$ cat src/rtl/traffic_pkg.sv
// Shared light encodings, direction codes and phase state for the intersection scheduler.
package traffic_pkg;

  localparam logic [2:0] LIGHT_RED    = 3'b100;
  localparam logic [2:0] LIGHT_YELLOW = 3'b010;
  localparam logic [2:0] LIGHT_GREEN  = 3'b001;

  localparam logic [1:0] DIR_N = 2'd0;
  localparam logic [1:0] DIR_W = 2'd1;
  localparam logic [1:0] DIR_S = 2'd2;
  localparam logic [1:0] DIR_E = 2'd3;

  typedef enum logic [1:0] {
    ST_ALL_RED = 2'd0,
    ST_GREEN   = 2'd1,
    ST_YELLOW  = 2'd2
  } phase_state_t;

  function automatic logic [3:0] dir_onehot(input logic [1:0] d);
    return 4'b0001 << d;
  endfunction

endpackage

$ cat src/rtl/traffic_rr_pick.sv
// Round-robin approach selector: first requesting approach after ptr, wrapping.
module traffic_rr_pick (
  input  logic [3:0] req,
  input  logic [1:0] ptr,
  output logic [1:0] grant_dir,
  output logic       any_req
);

  logic [1:0] cand;

  // Scan farthest-first so the nearest requester after ptr is the last to land.
  always_comb begin
    grant_dir = ptr;
    cand      = ptr;
    for (int k = 4; k >= 1; k--) begin
      cand = ptr + 2'(k);
      if (req[cand]) grant_dir = cand;
    end
  end

  assign any_req = |req;

endmodule

$ cat src/rtl/traffic_phase_scheduler.sv
// Demand-actuated four-way phase scheduler with min/max green and gap-out.
// Optional emergency preemption compiled in with EMERG_PREEMPT_EN.
module traffic_phase_scheduler
  import traffic_pkg::*;
#(
  parameter int unsigned MIN_GREEN    = 4,
  parameter int unsigned MAX_GREEN    = 8,
  parameter int unsigned YELLOW_TIME  = 3,
  parameter int unsigned ALL_RED_TIME = 2,
  parameter int unsigned CNT_W        = 4
) (
  input  logic       clk,
  input  logic       reset,
  input  logic [3:0] sense,
`ifdef EMERG_PREEMPT_EN
  input  logic [3:0] emerg_req,
`endif
  output logic [2:0] north_light,
  output logic [2:0] west_light,
  output logic [2:0] south_light,
  output logic [2:0] east_light,
  output logic [1:0] active_dir,
  output logic       phase_start
);

  localparam logic [CNT_W-1:0] CNT_MAX = '1;

  phase_state_t     state, state_nxt;
  logic [1:0]       dir, dir_nxt, ptr, ptr_nxt;
  logic [CNT_W-1:0] cnt, cnt_nxt;
  logic [3:0]       dmd, dmd_nxt, other;
  logic [1:0]       rr_dir;
  logic             rr_any;
  logic             emerg_any;
  logic [1:0]       emerg_dir;
  logic [2:0]       lamp;

  traffic_rr_pick u_rr_pick (
    .req       (dmd),
    .ptr       (ptr),
    .grant_dir (rr_dir),
    .any_req   (rr_any)
  );

`ifdef EMERG_PREEMPT_EN
  // Fixed-priority emergency target, N highest.
  always_comb begin
    emerg_any = |emerg_req;
    casez (emerg_req)
      4'b???1: emerg_dir = DIR_N;
      4'b??10: emerg_dir = DIR_W;
      4'b?100: emerg_dir = DIR_S;
      default: emerg_dir = DIR_E;
    endcase
  end
`else
  assign emerg_any = 1'b0;
  assign emerg_dir = DIR_N;
`endif

  always_ff @(posedge clk or negedge reset) begin
    if (!reset) begin
      state       <= ST_ALL_RED;
      dir         <= DIR_N;
      ptr         <= DIR_E;
      cnt         <= '0;
      dmd         <= '0;
      phase_start <= 1'b0;
    end else begin
      state       <= state_nxt;
      dir         <= dir_nxt;
      ptr         <= ptr_nxt;
      cnt         <= cnt_nxt;
      dmd         <= dmd_nxt;
      phase_start <= (state_nxt == ST_GREEN) && (state != ST_GREEN);
    end
  end

  always_comb begin
    state_nxt = state;
    dir_nxt   = dir;
    ptr_nxt   = ptr;
    other     = dmd & ~dir_onehot(dir);
    dmd_nxt   = dmd | sense;
    if (state == ST_GREEN) dmd_nxt = dmd_nxt & ~dir_onehot(dir);

    case (state)
      ST_ALL_RED: begin
        if (cnt >= CNT_W'(ALL_RED_TIME - 1)) begin
          if (emerg_any) begin
            state_nxt = ST_GREEN;
            dir_nxt   = emerg_dir;
            ptr_nxt   = emerg_dir;
          end else if (rr_any) begin
            state_nxt = ST_GREEN;
            dir_nxt   = rr_dir;
            ptr_nxt   = rr_dir;
          end
        end
      end
      ST_GREEN: begin
        if (emerg_any) begin
          if (emerg_dir != dir) state_nxt = ST_YELLOW;
        end else if ((other != 4'b0000) &&
                     (((cnt >= CNT_W'(MIN_GREEN - 1)) && !sense[dir]) ||
                      (cnt >= CNT_W'(MAX_GREEN - 1)))) begin
          state_nxt = ST_YELLOW;
        end
      end
      ST_YELLOW: begin
        if (cnt >= CNT_W'(YELLOW_TIME - 1)) state_nxt = ST_ALL_RED;
      end
      default: state_nxt = ST_ALL_RED;
    endcase

    if (state_nxt != state)  cnt_nxt = '0;
    else if (cnt == CNT_MAX) cnt_nxt = cnt;
    else                     cnt_nxt = cnt + CNT_W'(1);
  end

  // Lamp decode from registered state and direction.
  always_comb begin
    north_light = LIGHT_RED;
    west_light  = LIGHT_RED;
    south_light = LIGHT_RED;
    east_light  = LIGHT_RED;
    active_dir  = DIR_N;
    lamp        = (state == ST_GREEN) ? LIGHT_GREEN : LIGHT_YELLOW;
    if (state != ST_ALL_RED) begin
      active_dir = dir;
      case (dir)
        DIR_N:   north_light = lamp;
        DIR_W:   west_light  = lamp;
        DIR_S:   south_light = lamp;
        default: east_light  = lamp;
      endcase
    end
  end

endmodule

$ cat config.mk
export PLATFORM = sky130hd
export DESIGN_NAME = traffic_phase_scheduler
export DESIGN_NICKNAME = d
export VERILOG_FILES = /design/src/rtl/traffic_pkg.sv /design/src/rtl/traffic_rr_pick.sv /design/src/rtl/traffic_phase_scheduler.sv
export SDC_FILE = /design/constraint.sdc
export NUM_CORES = 1
export LEC_CHECK = 0
export CAP_MARGIN = 15
export CORE_MARGIN = 5
export CORE_UTILIZATION = 40
export CTS_BUF_LIST = sky130_fd_sc_hd__clkbuf_4 sky130_fd_sc_hd__clkbuf_8
export CTS_CLUSTER_SIZE = 25
export DETAILED_ROUTE_END_ITERATION = 8
export PLACE_DENSITY = 0.69
export SLEW_MARGIN = 0
export SYNTH_ARGS = -nofsm -noshare
export SYNTH_HDL_FRONTEND = slang
export SYNTH_HIERARCHICAL = 1
export SYNTH_SLANG_ARGS = --single-unit
$ cat constraint.sdc
create_clock -name clk -period 2.2 [get_ports clk]
set_clock_uncertainty 0.2 [all_clocks]
set_input_delay 0.22 -clock clk [delete_from_list [all_inputs] [get_ports clk]]
set_output_delay 0.22 -clock clk [all_outputs]
set_load 0.1 [all_outputs]
==> results of run 1 <==
[final timing paths]
| path | depth (start not counted) | from | slack (ns) | endpoint |
|---|---|---|---|---|
| worst max-delay path | 4 | state[1] | 0.11 | east_light[2] |
| worst min-delay path | 1 | reset | 0.14 | dmd[3] |
| worst max register to register | 5 | cnt[1] | 0.19 | dir[0] |
| worst min register to register | 2 | dmd[1] | 0.44 | dmd[1] |
| max in group asynchronous | 1 | reset | 1.20 | state[1] |
| min in group clk | 3 | sense[3] | 0.32 | dmd[3] |
[flip-flops by register name (all words and copies together), names as in the netlist]
name,count
ptr,2
cnt,4
dmd,4
state,2
phase_start,1
dir,2
[area by class of cell]
cell class,instances,area [sq um],share of cell area [%]
inverters,7,26.3,1.84
multi-input cells,83,613,42.9
clock buffers,3,22.5,1.58
well taps,30,37.5,2.63
clock inverters,1,5.00,0.351
repair buffers,21,345,24.2
flip-flops and latches,15,378,26.5
[through the flow]
step                      setup TNS (ns)  hold WS (ns)  cell area [sq um]  instances  utilization, %
final                                  0         0.142               1430        160            58.7
after global routing                   0         0.185               1430        160            58.7
after CTS                              0         0.180               1430        160            58.7
after detailed placement               0         0.404               1400        156            57.6
after global placement                 0         0.386               1400        156            57.6
after floorplan                    -1.63        -0.276               1030        107               -
[routing by layer]
| metal | part of all wire (%) | global-route usage [%] | vias to the layer above |
|---|---|---|---|
| met4 | 0 | 0.949 | 0 |
| li1 | - | - | 416 |
| met1 | 43 | 17.6 | 414 |
| met5 | 0 | 0 | - |
| met2 | 53 | 24.5 | 16 |
| met3 | 4.0 | 4.54 | 0 |
[cells in the final DEF (no fill, tap or decap), types with 2 or more instances in the layout]
master / instances
nor2_1: 13
nor2_2: 3
mux2_2: 5
buf_12: 14
o21ai_0: 4
nor3_1: 2
buf_4: 2
o21ai_2: 2
a32oi_1: 2
and3_1: 2
nand3b_1: 2
inv_1: 7
dfstp_2: 2
nor2b_1: 2
and2_1: 3
a21oi_1: 3
nor3_2: 5
clkdlybuf4s50_1: 5
nand3_1: 3
clkbuf_4: 3
nand2_1: 7
mux2i_1: 4
dfrtp_1: 13
ha_1: 4
[synth_stat cells]
cell type / count / area [sq um]
a21o_1: 1 / 7.51
a21oi_1: 3 / 15.0
a22oi_1: 1 / 7.51
a31oi_1: 1 / 6.26
a32oi_1: 2 / 17.5
and2_1: 3 / 18.8
and3_1: 2 / 12.5
buf_2: 1 / 5.00
buf_4: 1 / 7.51
dfrtp_1: 13 / 325
dfstp_2: 2 / 52.6
ha_1: 4 / 50.1
inv_1: 7 / 26.3
maj3_2: 1 / 11.3
mux2_2: 5 / 56.3
mux2i_1: 4 / 40.0
nand2_1: 7 / 26.3
nand2_8: 1 / 20.0
nand2b_1: 2 / 12.5
nand3_1: 3 / 15.0
nand3b_1: 2 / 15.0
nor2_1: 15 / 56.3
nor2_2: 1 / 6.26
nor2_4: 1 / 11.3
nor2b_1: 4 / 25.0
nor3_1: 3 / 15.0
nor3_2: 4 / 40.0
nor3b_1: 1 / 7.51
o211ai_2: 1 / 12.5
o21ai_0: 4 / 20.0
o21ai_2: 2 / 17.5
o221a_2: 1 / 11.3
o41a_2: 1 / 12.5
or2b_1: 1 / 7.51
or4_1: 1 / 7.51
xnor2_1: 1 / 8.76
[cell families after synthesis]
kind of cell    after synthesis
compound gates               17
xor+xnor                      1
fa+ha+maj                     5
buf+inv                       9
flops                        15
mux                           9
simple gates                 51
[worst max-delay path: cells and delay by family (launching register included)]
family	cells	cell delay [ns]
buffers and inverters	1	0.18
AND/OR/NAND/NOR	3	0.75
flip-flops	1	0.47
==> impl_metrics.py, run 1 <==
metrics = {
    "placed_design": {
        "gp_congestion": 0.828,
        "place_ws_ns": 0.183,
        "dp_hpwl_mm": 1.86,
        "portBuffers": 20,
    },
    "logic_synthesis": {
        "ys_ff_latch": 15,
        "synth.area.mux_share_pct": 9.57,
        "avgSynthCellArea_sq_um": 9.41,
        "ys_seq_area_share_pct": 37.5,
        "synth_top_family_by_area": "simple AND/OR/NAND/NOR gates",
        "synth-compound-area-share_pct": 12.7,
        "synth_cell_types": 36,
        "syn_inst": 107,
        "synth-xor-area-share_pct": 0.870,
        "ys_warn_count": 6,
        "synthAdderAreaFrac_pct": 6.09,
        "syn_nets": 117,
        "synth_simple_gate_area_share_pct": 29.4,
        "synth_area_sq_mm": 0.00101,
    },
    "floorplan": {
        "num_io_pins": 21,
        "start_util_pct": 41.4,
        "die_w_microns": 60.2,
        "std_cell_rows": 18,
        "die_area_sq_mm": 0.00362,
        "dieHeight_microns": 60.2,
        "core_sq_mm": 0.00243,
    },
    "hold_path": {
        "hold_class": "in -> async",
    },
    "routing": {
        "vias_per_cell": 5.29,
        "ant_nets": 0,
        "drt_wl_total_mm": 2.31,
        "wl_per_cell_microns": 14.4,
        "drc": 0,
        "via_count": 846,
        "drtPass1Iterations": 4,
        "drt_first_iter_violations": 31,
    },
    "setup_path": {
        "crit_type": "reg -> out",
        "cp-start-kind": "register",
        "crit_path_top_delay_cell": "nor2_1",
        "crit_required_ns": 1.78,
        "cp_data_arrival_time_ns": 1.67,
        "cp_cell_sequence": "nor2_1 -> nor2b_4 -> nand2_1 -> buf_12",
        "end_kind": "primary output",
        "critPathMaxStageDelay_ns": 0.50,
        "crit_fanout": 9,
    },
    "layout": {
        "diodes": 0,
        "drive_above_1_share_pct": 35.4,
        "area_delta_synth_final_pct": 41.7,
        "nFillCells": 220,
        "nets": 141,
    },
    "timing": {
        "final.setup.worst_slack_ns": 0.106,
        "setup_viol": 0,
        "timing.final.max_slew_violations": 0,
        "rsz0062_at_grt": "false",
        "hold_violations": 0,
        "period_minus_slack_ns": 2.09,
        "tightest_slew_ns": 0.702,
        "maxSlewHeadroom_pct": 53.1,
        "clock.fmax_mhz": 477,
        "post-route-period-util_pct": 95.2,
    },
    "clock_network": {
        "clk_pin_slew_worst_paths_ns": 0.10,
        "cts_tree": "yes",
        "cts_hold_buf": 0,
        "cts_setup_buffers": 0,
        "cts_buffers": 3,
        "clock_latency_ns": 0.29,
        "post_cts_resized": 0,
        "clock_path_buffers": 2,
        "cts.sinks": 15,
        "htreeDepth": 1,
        "cts-root-buf": "clkbuf_4",
    },
    "flow_run": {
        "drv_cap": 0,
    },
    "global_routing": {
        "overflow": 0,
        "grt_pass1_vias": 819,
        "grt_max_degree": 16,
        "antenna_found_initial": 0,
        "grt_pass1_wl_mm": 3.87,
        "globalRouteTotalUtil_pct": 14.1,
    },
    "outcome": {
        "status": "finished, final reports clean",
    },
}
Power of run 1 is not shown: default switching activity piles up to over one toggle a cycle in this logic, so the estimate is an artifact.
==> inputs of run 2 (changes only) <==
--- a/config.mk
+++ b/config.mk
@@ -5,6 +5,7 @@
 export SDC_FILE = /design/constraint.sdc
 export NUM_CORES = 1
 export LEC_CHECK = 0
+export ABC_AREA = 1
 export CAP_MARGIN = 15
 export CORE_MARGIN = 5
 export CORE_UTILIZATION = 40
@@ -15,5 +16,4 @@
 export SLEW_MARGIN = 0
 export SYNTH_ARGS = -nofsm -noshare
 export SYNTH_HDL_FRONTEND = slang
-export SYNTH_HIERARCHICAL = 1
 export SYNTH_SLANG_ARGS = --single-unit
==> run 2 against run 1 <==
Compared with the run above:
- sequential share of layout area increased by 0.070 points
- sequential cell count stayed put
- design area is 0.26% lower
- via count up 18%
- hold slack worse by 0.0043 ns
- critical path type unchanged
- critical endpoint is now north_light[2]
==> impl_metrics.py, run 2 <==
metrics = {
    "outcome": {
        "status": "finished, final reports clean",
    },
    "routing": {
        "ant_nets": 0,
        "via_count": 997,
        "drc": 0,
        "drt_wl_total_mm": 2.56,
        "drtPass1Iterations": 4,
        "vias_per_cell": 4.89,
        "drt_first_iter_violations": 72,
        "wl_per_cell_microns": 12.5,
    },
    "setup_path": {
        "crit_required_ns": 1.78,
        "cp_data_arrival_time_ns": 1.60,
        "crit_type": "reg -> out",
        "r2r.worst_path.cells": 6,
        "crit_fanout": 7,
        "r2r-end": "cnt[2]",
        "cp-start-kind": "register",
        "r2r_start": "state[0]",
        "end_kind": "primary output",
        "rrSetupSlack_ns": 0.49,
    },
    "logic_synthesis": {
        "ys_seq_area_share_pct": 37.5,
        "ys_warn_count": 0,
        "synth_area_leader_cell": "dfrtp_1",
        "yosys-top-cells-area": "dfrtp_1 32%, nand2_1 20%, nor2_1 10%, nand3_1 6.0%, inv_1 6.0%",
        "synth.cells.most_frequent": "53 x nand2_1, 28 x nor2_1, 16 x inv_1",
        "synth_edf_count": 0,
        "ys_ff_latch": 15,
        "synth_area_sq_mm": 0.00101,
        "avgSynthCellArea_sq_um": 6.67,
        "yosysTopAreaCellShare_pct": 32.3,
        "async_flop_share_pct": 100,
        "synth.most_common_cell": "nand2_1",
        "syn_inst": 151,
        "syn_nets": 161,
        "synth_cell_types": 22,
        "ys.flop_type": "dfrtp_1",
    },
    "timing": {
        "hold_violations": 0,
        "timing.final.max_slew_violations": 0,
        "post-route-period-util_pct": 91.6,
        "maxSlewHeadroom_pct": 55.5,
        "final.setup.worst_slack_ns": 0.184,
        "setup_viol": 0,
        "tightest_slew_ns": 0.666,
        "clock.fmax_mhz": 496,
        "rsz0062_at_grt": "false",
        "whs_ns": 0.137,
        "period_minus_slack_ns": 2.02,
    },
    "clock_network": {
        "cts_buffers": 3,
        "post_cts_resized": 0,
        "htreeDepth": 1,
        "clock_latency_ns": 0.28,
        "clk_pin_slew_worst_paths_ns": 0.09,
        "cts_tree": "yes",
        "cts_hold_buf": 0,
        "cts-root-buf": "clkbuf_4",
        "cts.sinks": 15,
        "cts_setup_buffers": 0,
        "clock_path_buffers": 2,
    },
    "floorplan": {
        "start_util_pct": 41.4,
        "num_io_pins": 21,
        "dieHeight_microns": 60.2,
        "core_sq_mm": 0.00243,
        "die_w_microns": 60.2,
        "die_area_sq_mm": 0.00362,
        "std_cell_rows": 18,
    },
    "layout": {
        "diodes": 0,
        "finalCoreUtilization_pct": 58.5,
        "top_regs": "cnt: 4 flops, dmd: 4 flops",
        "nets": 185,
        "area_delta_synth_final_pct": 41.4,
        "drive_above_1_share_pct": 24.1,
        "final_common_cell": "nand2_1",
        "layout_common_cells": "50 x nand2_1, 21 x nor2_1, 16 x inv_1, 13 x dfrtp_1, 13 x buf_12",
    },
    "global_routing": {
        "grt_pass1_wl_mm": 4.23,
        "globalRouteTotalUtil_pct": 15.7,
        "grt_max_degree": 16,
        "overflow": 0,
        "antenna_found_initial": 0,
        "grt_pass1_vias": 923,
    },
    "placed_design": {
        "place_ws_ns": 0.498,
        "portBuffers": 20,
        "gp_congestion": 0.824,
        "dp_hpwl_mm": 2.08,
    },
    "flow_run": {
        "drv_cap": 0,
    },
    "hold_path": {
        "hold_class": "in -> async",
    },
}
[run 2: changes by cell type after synthesis, sizes merged, moves of 3 or more]
| cell | delta |
|---|---|
| nand3 | +12 |
| nor2 | +11 |
| and2 | -3 |
| mux2i | -4 |
| nor3 | -5 |
| mux2 | -5 |
| nand2 | +46 |
| nor2b | -4 |
| inv | +12 |
[run 2: layout make-up]
type / instances / area (sq um)
tap: 30 / 37.5
fill: 211 / 1010
inverter: 19 / 73.8
clock buffer: 4 / 30.0
timing repair buffer: 20 / 325
multi-input combinational: 116 / 579
sequential: 15 / 378
[run 2: worst max-delay path, stage by stage, from the launching register on]
cell and delay, ns:
dfrtp_1 0.47, inv_2 0.17, nand2_1 0.16, or2_2 0.33, buf_12 0.17
[run 2: metal layers]
metal	up-vias	GRT usage, %	wire length (microns)
met4	0	3.80	0
met2	22	25.5	1260
met3	0	3.89	91
met1	460	21.0	1200
met5	-	0	0
li1	515	-	-
[run 2: cells by family (layout without fill, tap and decap cells)]
logic type	count (synthesis)	count (layout)	synth area share (%)
and+or+nand+nor	101	101	42.5
buffers and inverters	20	43	8.45
DFF	15	15	37.5
AOI/OAI and AO/OA	10	10	5.71
adders and majority gates	4	4	4.97
xor gates and xnor gates	1	1	0.870
[run 2: through the flow]
stage               instance area (sq um)  std cells  TNS, ns
CTS                                  1420        204        0
global route                         1420        204        0
floorplan                            1040        151   -0.744
global placement                     1390        200        0
detailed placement                   1390        200        0
finish                               1420        204        0
[run 2: worst max-delay path by stage]
stage | startpoint | to | slack, ns | cells after the start
4_1_cts | dir[0] | north_light[2] | 0.19 | 4
6_report | dir[0] | north_light[2] | 0.18 | 4
3_5_place_dp | state[1] | cnt[2] | 0.50 | 6
5_1_grt | dir[0] | north_light[2] | 0.10 | 4
3_3_place_gp | dir[0] | north_light[2] | 0.51 | 4
2_1_floorplan | state[1] | dmd[1] | -0.19 | 4
Power of run 2 is left out for the same reason.
==> inputs of run 3 (changes only) <==
--- a/config.mk
+++ b/config.mk
@@ -12,7 +12,8 @@
 export CTS_BUF_LIST = sky130_fd_sc_hd__clkbuf_4 sky130_fd_sc_hd__clkbuf_8
 export CTS_CLUSTER_SIZE = 25
 export DETAILED_ROUTE_END_ITERATION = 8
-export PLACE_DENSITY = 0.69
+export GPL_ROUTABILITY_DRIVEN = 0
+export PLACE_DENSITY = 0.72
 export SLEW_MARGIN = 0
 export SYNTH_ARGS = -nofsm -noshare
 export SYNTH_HDL_FRONTEND = slang
==> constraint.sdc (replaced) <==
create_clock -name clk -period 1.7 [get_ports clk]
set_clock_uncertainty 0.2 [all_clocks]
set_input_delay 0.17 -clock clk [delete_from_list [all_inputs] [get_ports clk]]
set_output_delay 0.17 -clock clk [all_outputs]
set_load 0.1 [all_outputs]
==> run 3 against run 2 <==
Compared with the run above:
- the flow now finishes with violations (negative setup slack)
- cell count grew 14%
- first-iteration DRC count grew 28%
- routed wire length grew 51%
- critical path depth grew 1
- global-route usage grew 2.1 points
- sequential share of layout area shrank 5.8 points
- largest cell class unchanged
- worst setup slack lost 0.25 ns
- via count grew 26%
==> impl_metrics.py, run 3 (synthesized netlist as in run 2, its figures left out) <==
metrics = {
    "outcome": {
        "status": "complete, but fails checks",
        "violations": "negative setup slack",
    },
    "layout": {
        "top_regs": "cnt: 4 flops, dmd: 4 flops",
        "area_delta_synth_final_pct": 82.5,
        "finalCoreUtilization_pct": 75.6,
        "fin_area_sq_mm": 0.00184,
        "final_common_cell": "nand2_1",
        "drive_above_1_share_pct": 49.3,
        "nets": 214,
        "instances_no_fill": 233,
        "layout_common_cells": "43 x nand2_1, 24 x buf_4, 15 x buf_12, 12 x nor2_4",
        "diodes": 0,
    },
    "routing": {
        "vias_per_cell": 5.39,
        "wl_per_cell_microns": 16.6,
        "via_count": 1255,
        "drt_wl_total_mm": 3.86,
        "drc": 0,
        "drt_first_iter_violations": 92,
        "drtPass1Iterations": 4,
        "ant_nets": 0,
    },
    "timing": {
        "maxSlewHeadroom_pct": 74.1,
        "post-route-period-util_pct": 104,
        "hold_violations": 0,
        "clock.fmax_mhz": 565,
        "period_minus_slack_ns": 1.77,
        "timing.final.max_slew_violations": 0,
        "final.setup.worst_slack_ns": -0.0705,
        "rsz0062_at_grt": "true",
        "setup_viol": 14,
        "tightest_slew_ns": 0.387,
        "whs_ns": 0.277,
    },
    "clock_network": {
        "cts_tree": "yes",
        "cts-root-buf": "clkbuf_4",
        "clock_path_buffers": 2,
        "cts.sinks": 15,
        "htreeDepth": 1,
        "clock_latency_ns": 0.29,
        "cts_buffers": 3,
        "clk_pin_slew_worst_paths_ns": 0.09,
    },
    "floorplan": {
        "die_area_sq_mm": 0.00362,
        "std_cell_rows": 18,
        "core_sq_mm": 0.00243,
        "die_w_microns": 60.2,
        "start_util_pct": 41.4,
        "num_io_pins": 21,
        "dieHeight_microns": 60.2,
    },
    "setup_path": {
        "crit_buf_inv": 3,
        "path_depth": 5,
        "crit_fanout": 3,
        "cp_data_arrival_time_ns": 1.40,
        "critPathMaxStageDelay_ns": 0.43,
        "crit_type": "reg -> out",
        "crit_required_ns": 1.33,
        "cp-start-kind": "register",
        "end_kind": "primary output",
        "cp_cell_sequence": "inv_2 -> nand2_2 -> buf_6 -> nor2_4 -> buf_12",
        "r2r.worst_path.cells": 9,
        "crit_family": "buffers and inverters",
        "crit_path_top_delay_cell": "dfrtp_1",
    },
    "global_routing": {
        "overflow": 0,
        "grt_pass1_wl_mm": 4.82,
        "antenna_found_initial": 0,
        "globalRouteTotalUtil_pct": 17.8,
        "grt_max_degree": 11,
        "grt_pass1_vias": 1105,
    },
    "hold_path": {
        "hold_class": "in -> reg",
        "min_path_cells": 3,
    },
    "flow_run": {
        "drv_cap": 0,
    },
    "placed_design": {
        "portBuffers": 20,
        "placed_area_sq_mm": 0.00148,
        "dp_hpwl_mm": 2.08,
        "dpl.cell_count": 204,
    },
}
## run 3: cell types whose count changed in the layout (fill, tap and decap cells not counted), sizes merged
cell	previous run	this run
buf	15	43
dlygate4sd3	0	1
clkinvlp	0	1
inv	19	18
## run 3: layer usage
layer  GRT usage, %  vias to the layer above  routed length (microns)
met5              0                        -                        0
met4           6.33                        0                      213
met3           3.02                       27                      203
met2           32.9                       62                     2100
met1           20.2                      589                     1350
li1               -                      577                        -
## run 3: final cells by class
cell class	count	area, sq um
Fill cell	144	594
Inverter	19	85.1
Timing Repair Buffer	49	586
Tap cell	30	37.5
Clock buffer	4	30.0
Multi-Input combinational cell	116	719
Sequential cell	15	380
## run 3: path summary, 6_finish.rpt
check                               from             end  slack (ns)
worst max register to register    cnt[0]          cnt[0]           0
min in group asynchronous          reset          cnt[0]        0.50
max in group asynchronous          reset          dir[1]        0.35
worst min register to register    dmd[3]          dmd[3]        0.39
worst max-delay path              dir[0]  north_light[0]       -0.07
worst min-delay path            sense[1]          dmd[1]        0.28
## run 3: worst register-to-register path: cells and delay by family, from the launching register on
kind                       cells  cell delay [ns]
AOI/OAI and AO/OA              1             0.09
adders and majority gates      1             0.20
DFF                            1             0.43
buffers and inverters          2             0.21
and+or+nand+nor                5             0.51
## run 3: metrics by stage
step           setup TNS, ns  setup WS, ns
2_1_floorplan          -2.00        -0.235
3_3_place_gp               0        0.0882
3_5_place_dp               0        0.0202
4_1_cts              -0.0587       -0.0267
5_1_grt                -1.55        -0.119
6_report              -0.499       -0.0705
## run 3: what timing repair did
item / in CTS / in global routing
hold buffers: 1 / 0
pin swaps: 6 / 19
resized for setup: 17 / 33
setup endpoints to repair: 14 / 20
buffers inserted: 12 / 12
hold endpoints to repair: 6 / 0
Power of run 3 is left out for the same reason.
